<file path="config.mk">
export PLATFORM = sky130hd
export DESIGN_NAME = tdm_demux_1_n_flat
export DESIGN_NICKNAME = d
export VERILOG_FILES = /design/src/rtl/tdm_demux_1_n_if.sv /design/src/rtl/tdm_demux_1_n.sv /design/src/flat_wrapper.sv
export SDC_FILE = /design/constraint.sdc
export NUM_CORES = 1
export LEC_CHECK = 0
export ABC_CLOCK_PERIOD_IN_PS = 3600
export CORE_MARGIN = 2
export CORE_UTILIZATION = 35
export CTS_BUF_LIST = sky130_fd_sc_hd__clkbuf_4 sky130_fd_sc_hd__clkbuf_8 sky130_fd_sc_hd__clkbuf_16
export CTS_CLUSTER_DIAMETER = 50
export CTS_CLUSTER_SIZE = 10
export DETAILED_ROUTE_END_ITERATION = 8
export GPL_TIMING_DRIVEN = 0
export PLACE_DENSITY = 0.56
export SLEW_MARGIN = 20
export SYNTH_ARGS = -nofsm -noshare
export SYNTH_HDL_FRONTEND = slang
export SYNTH_SLANG_ARGS = --single-unit
</file>
<file path="constraint.sdc">
create_clock -name clk -period 3.6 [get_ports clk]
set_input_delay 0.72 -clock clk [delete_from_list [all_inputs] [get_ports clk]]
set_output_delay 0.72 -clock clk [all_outputs]
set_load 0.01 [all_outputs]
</file>
<file path="src/rtl/tdm_demux_1_n_if.sv">
// rtl/tdm_demux_1_n_if.sv - lane stream in / parallel frame out bundle for tdm_demux_1_n
// Ports:
//   din, din_valid, frame_sync : serial beat stream toward the demux
//   dout, dout_valid           : last complete frame and its one-cycle update pulse
//   slot, locked, sync_err     : framing status
// The master modport drives the stream. The slave modport is the demux.
interface tdm_demux_1_n_if #(
    parameter int N = 4,
    parameter int W = 1
);
    localparam int SEL_W = $clog2(N);

    logic [W-1:0]     din;
    logic             din_valid;
    logic             frame_sync;
    logic [N*W-1:0]   dout;
    logic             dout_valid;
    logic [SEL_W-1:0] slot;
    logic             locked;
    logic             sync_err;

    modport master (
        output din, din_valid, frame_sync,
        input  dout, dout_valid, slot, locked, sync_err
    );

    modport slave (
        input  din, din_valid, frame_sync,
        output dout, dout_valid, slot, locked, sync_err
    );
endinterface

</file>
<file path="src/rtl/tdm_demux_1_n.sv">
// rtl/tdm_demux_1_n.sv - 1:N time-division demultiplexer with frame_sync locking
// Ports:
//   clk : system clock, rising edge
//   rst : synchronous active-high reset
//   bus : tdm_demux_1_n_if.slave
//         din/din_valid/frame_sync in; dout/dout_valid/slot/locked/sync_err out
// Lane k of dout (dout[k*W +: W]) holds slot k of the last complete frame.
// All outputs come straight from registers.
module tdm_demux_1_n #(
    parameter int N = 4,
    parameter int W = 1
) (
    input  logic            clk,
    input  logic            rst,
    tdm_demux_1_n_if.slave  bus
);
    localparam int               SEL_W     = $clog2(N);
    localparam logic [SEL_W-1:0] LAST_SLOT = SEL_W'(N - 1);

    typedef enum logic {HUNT, LOCK} state_t;

    state_t           state_q, state_d;
    logic [SEL_W-1:0] slot_q, slot_d;
    logic [N*W-1:0]   stage_q, stage_d;
    logic [N*W-1:0]   dout_q, dout_d;
    logic             dv_q, dv_d;
    logic             err_q, err_d;

    // Staging with the current beat merged into lane[slot]
    logic [N*W-1:0]   written;
    // Fresh frame holding only the current beat in lane 0
    logic [N*W-1:0]   first_beat;

    always_ff @(posedge clk) begin
        if (rst) begin
            state_q <= HUNT;
            slot_q  <= '0;
            stage_q <= '0;
            dout_q  <= '0;
            dv_q    <= 1'b0;
            err_q   <= 1'b0;
        end else begin
            state_q <= state_d;
            slot_q  <= slot_d;
            stage_q <= stage_d;
            dout_q  <= dout_d;
            dv_q    <= dv_d;
            err_q   <= err_d;
        end
    end

    always_comb begin
        state_d    = state_q;
        slot_d     = slot_q;
        stage_d    = stage_q;
        dout_d     = dout_q;
        dv_d       = 1'b0;
        err_d      = 1'b0;
        written    = stage_q;
        written[int'(slot_q)*W +: W] = bus.din;
        first_beat = '0;
        first_beat[W-1:0] = bus.din;

        if (bus.din_valid) begin
            case (state_q)
                HUNT: begin
                    // Non-sync beats are dropped silently while hunting
                    if (bus.frame_sync) begin
                        stage_d = first_beat;
                        slot_d  = SEL_W'(1);
                        state_d = LOCK;
                    end
                end
                LOCK: begin
                    if (slot_q != '0) begin
                        if (!bus.frame_sync) begin
                            stage_d = written;
                            if (slot_q == LAST_SLOT) begin
                                slot_d = '0;
                                dout_d = written;
                                dv_d   = 1'b1;
                            end else begin
                                slot_d = slot_q + SEL_W'(1);
                            end
                        end else begin
                            // Early sync: abandon the partial frame and restart on this beat
                            err_d   = 1'b1;
                            stage_d = first_beat;
                            slot_d  = SEL_W'(1);
                        end
                    end else begin
                        if (bus.frame_sync) begin
                            stage_d = first_beat;
                            slot_d  = SEL_W'(1);
                        end else begin
                            // Missing sync: alignment is lost, drop back to hunting
                            err_d   = 1'b1;
                            stage_d = '0;
                            slot_d  = '0;
                            state_d = HUNT;
                        end
                    end
                end
                default: state_d = HUNT;
            endcase
        end
    end

    assign bus.dout       = dout_q;
    assign bus.dout_valid = dv_q;
    assign bus.slot       = slot_q;
    assign bus.locked     = (state_q == LOCK);
    assign bus.sync_err   = err_q;
endmodule
</file>
<file path="src/flat_wrapper.sv">
// flat-port wrapper written by rule: the top's interface ports become plain ports
module tdm_demux_1_n_flat 
#(
    parameter int N = 4,
    parameter int W = 1
)
  (clk, rst, bus_din, bus_din_valid, bus_frame_sync, bus_dout, bus_dout_valid, bus_slot, bus_locked, bus_sync_err);
  tdm_demux_1_n_if #(.N(N), .W(W)) bus_i ();
  input  logic clk;
  input  logic rst;
  input wire logic [$bits(bus_i.din)-1:0] bus_din;
  input wire logic [$bits(bus_i.din_valid)-1:0] bus_din_valid;
  input wire logic [$bits(bus_i.frame_sync)-1:0] bus_frame_sync;
  output wire logic [$bits(bus_i.dout)-1:0] bus_dout;
  output wire logic [$bits(bus_i.dout_valid)-1:0] bus_dout_valid;
  output wire logic [$bits(bus_i.slot)-1:0] bus_slot;
  output wire logic [$bits(bus_i.locked)-1:0] bus_locked;
  output wire logic [$bits(bus_i.sync_err)-1:0] bus_sync_err;
  assign bus_i.din = bus_din;
  assign bus_i.din_valid = bus_din_valid;
  assign bus_i.frame_sync = bus_frame_sync;
  assign bus_dout = bus_i.dout;
  assign bus_dout_valid = bus_i.dout_valid;
  assign bus_slot = bus_i.slot;
  assign bus_locked = bus_i.locked;
  assign bus_sync_err = bus_i.sync_err;
  tdm_demux_1_n #(.N(N), .W(W)) u_core (.clk(clk), .rst(rst), .bus(bus_i));
endmodule
</file>
==> out/summary.txt, run 1 <==
residual DRC count: 0
number of diodes: 0
Worst Setup End Kind: output port
CP max FO: 9
clk slew on worst S/H paths: 0.08 ns
io pins: 14
ys async rst share: 0%
HP Start: u_core.stage_q[1]
Via-to-Cell Ratio: 5.21
Die Height: 45.7 um
Rows: 15
register area: 240 um^2
Worst Path Arrival: 1.36 ns
initial core utilization: 36.1%
synthesized flop and latch total: 12
Crit Path Class: flip-flop to output port
area grow syn2layout: 29.2%
Multi-input gate area: 339 um^2
placed instance area: 751 um^2
fin area: 787 um^2
register area share after synthesis: 39.4%
pin count of the biggest net entering global routing: 10
antenna violations before repair: 0
Final period util: 57.9%
syn_nets: 73
Iter 0 DRT Violations: 7
Critical Path End: bus_slot[0]
placed wire-length estimate: 868 um
first-pass GRT wire length: 1.93 mm
postcts setup bufs: 0
Critical Path Start Type: flip-flop
Worst Max-Slew Pin Slew: 0.414 ns
clk sink count: 12
min Tclk post-route: 2.08 ns
PwrDens: 351 mW/mm^2
Cells after Synth: 62
Hold-fix buffers, CTS: 0
Post-DRT Antenna Nets: 0
Worst Setup SP: u_core.bus.slot[0]
Yosys cell types: 31
RePlAce Congestion: 0.763
Filler cells: 177
peak supply drop: 0.190 mV
post-CTS sizing: 0
H-tree lvl count: 1
DR WL/cell: 12.4 um
Buf+Inv Stages, Crit Path: 1
TritonCTS clock tree: built
syn avg cell area: 9.83 um^2
worst r2r src: u_core.bus.slot[0]
TritonCTS Buffers: 3
Synth Cell Area: 609 um^2
# setup viols final: 0
Root Buffer Master: clkbuf_4
vias in the first global route: 442
final setup TNS: 0 ns
maxcap violations: 0
Reg-to-Reg End: u_core.stage_q[2]
Critical Path Stages: 1
crit-path leading delay family: buffers and inverters
most frequent cells in the layout: clkdlybuf4s50_1 (12), dfxtp_1 (12), ha_1 (6), nor2_1 (4)
R2R setup slack: 1.80 ns
slowest CP cell: clkdlybuf4s50_1
Yosys warnings: 0
core box area: 0.00169 mm^2
clock skew: 0.00475 ns
FMAX: 0.480 GHz
cells on worst reg2reg path: 4
Port Buf Inserts: 12
number of flops mapped to enable cells by yosys: 0
ys flop type: dfxtp_1
DRT Wirelength: 1.18 mm
Slew Limit Fails: 0
status: completed
WHS: 0.467 ns
Fin. Hold Viols: 0
Rel. slew slack: 72.4%
DIE WIDTH: 45.7 um
Overflow after GRT: 0
vias: 495
Crit path largest cell delay: 0.60 ns
Leak: 0.300 nW
overall routing resource usage: 13.3%
DIE AREA: 0.00209 mm^2
CP Cell Sequence: clkdlybuf4s50_1
fraction of layout cells with a size suffix above 1: 10.3%
RSZ-0062 raised after global routing: no
First-pass DRT Iterations: 4
Net count, final: 90
Hold WC Path Type: flip-flop to flip-flop
CTS Buffer Depth: 2
worst skew pair latency: 0.27 ns
CP required: 2.88 ns
-- Yosys cell counts, drive strengths merged, types with 2 or more instances --
| cell | number | area (um^2) |
|---|---|---|
| dfxtp | 12 | 240 |
| ha | 6 | 75.1 |
| nor2 | 4 | 15.0 |
| a211oi | 3 | 22.5 |
| a21oi | 3 | 15.0 |
| nand2 | 3 | 13.8 |
| nor2b | 3 | 18.8 |
| a22oi | 2 | 15.0 |
| a31oi | 2 | 12.5 |
| buf | 2 | 18.8 |
| inv | 2 | 7.51 |
| nor4bb | 2 | 20.0 |
| o21ai | 2 | 10.0 |
| o2bb2ai | 2 | 17.5 |
-- stage by stage --
step                utilization (%)  instances  power (mW)  setup WS, ns
global placement               44.4         91       0.175          1.56
global route                   46.6         95       0.295          1.43
finish                         46.6         95       0.276          1.52
CTS                            46.6         95       0.283          1.49
detailed placement             44.4         91       0.175          1.56
floorplan                         -         62       0.161          1.96
-- flip-flops by register name, indices dropped and copies added, names as in the netlist --
| signal | flops |
|---|---|
| u_core.bus.dout_valid | 1 |
| u_core.bus.dout | 4 |
| u_core.bus.sync_err | 1 |
| u_core.bus.locked | 1 |
| u_core.stage_q | 3 |
| u_core.bus.slot | 2 |
-- metal layers --
layer	vias to the layer above	global-route usage, %	share of wire [%]
li1	261	-	-
met5	-	0	0
met1	222	18.3	52
met4	0	8.57	1.1
met3	2	3.57	4.0
met2	10	18.0	42
-- cells by family (layout without fill, tap and decap cells) --
group                      Yosys count  after routing  synth area share, %
muxes                                1              1                 1.64
AOI/OAI and AO/OA                   16             16                 18.1
DFF                                 12             12                 39.4
and+or+nand+nor                     21             21                 22.2
adders and majority gates            6              6                 12.3
xor gates and xnor gates             1              1                 1.44
buffers and inverters                5             21                 4.93
-- how the worst min path moves through the flow --
stage                              end  slack [ns]  depth (start not counted)
floorplan            u_core.stage_q[1]        0.42                          1
global placement     u_core.stage_q[2]        0.44                          1
detailed placement   u_core.stage_q[2]        0.45                          1
CTS                  u_core.stage_q[2]        0.47                          1
global route        u_core.bus.dout[3]        0.49                          2
finish               u_core.stage_q[1]        0.47                          1
-- worst reg2reg max path: cells and delay by family (launching register included) --
family	cells	cell delay, ns
buffers and inverters	1	0.19
and+or+nand+nor	1	0.58
DFF	1	0.50
AOI/OAI and AO/OA	1	0.15
adders and majority gates	1	0.33
-- final cells by class --
class / count / share of cell area (%)
Multi-Input combinational cell: 45 / 43.1
Clock buffer: 4 / 4.61
Timing Repair Buffer: 12 / 15.3
Inverter: 2 / 0.954
Sequential cell: 12 / 30.5
Tap cell: 17 / 2.70
Buffer: 3 / 2.86
-- power breakdown --
| part | internal (mW) | switching (mW) |
|---|---|---|
| sequential | 0.135 | 0.00366 |
| combinational | 0.0161 | 0.0170 |
| clock | 0.0614 | 0.0430 |
Note: power is estimated with default switching activity, not from simulation.
==> run 2, diff against run 1 <==
--- a/config.mk
+++ b/config.mk
@@ -5,7 +5,7 @@
 export SDC_FILE = /design/constraint.sdc
 export NUM_CORES = 1
 export LEC_CHECK = 0
-export ABC_CLOCK_PERIOD_IN_PS = 3600
+export ABC_CLOCK_PERIOD_IN_PS = 2150
 export CORE_MARGIN = 2
 export CORE_UTILIZATION = 35
 export CTS_BUF_LIST = sky130_fd_sc_hd__clkbuf_4 sky130_fd_sc_hd__clkbuf_8 sky130_fd_sc_hd__clkbuf_16
==> constraint.sdc (replaced) <==
create_clock -name clk -period 2.15 [get_ports clk]
set_input_delay 0.43 -clock clk [delete_from_list [all_inputs] [get_ports clk]]
set_output_delay 0.43 -clock clk [all_outputs]
set_load 0.01 [all_outputs]
==> results of run 2 <==
Same layout as run 1 (identical final DEF). Status: completed.
Main changes from that run: setup slack after placement 1.56 ns -> 0.373 ns; setup slack after layout 1.52 ns -> 0.347 ns; hold slack 0.467 ns -> 0.449 ns; end point of the critical path bus_slot[0] -> u_core.stage_q[2]; register-to-register setup slack 1.80 ns -> 0.35 ns; end point of the worst hold path u_core.stage_q[1] -> u_core.stage_q[0]; total power 0.276 mW -> 0.462 mW; worst IR drop on VDD 0.190 mV -> 0.318 mV
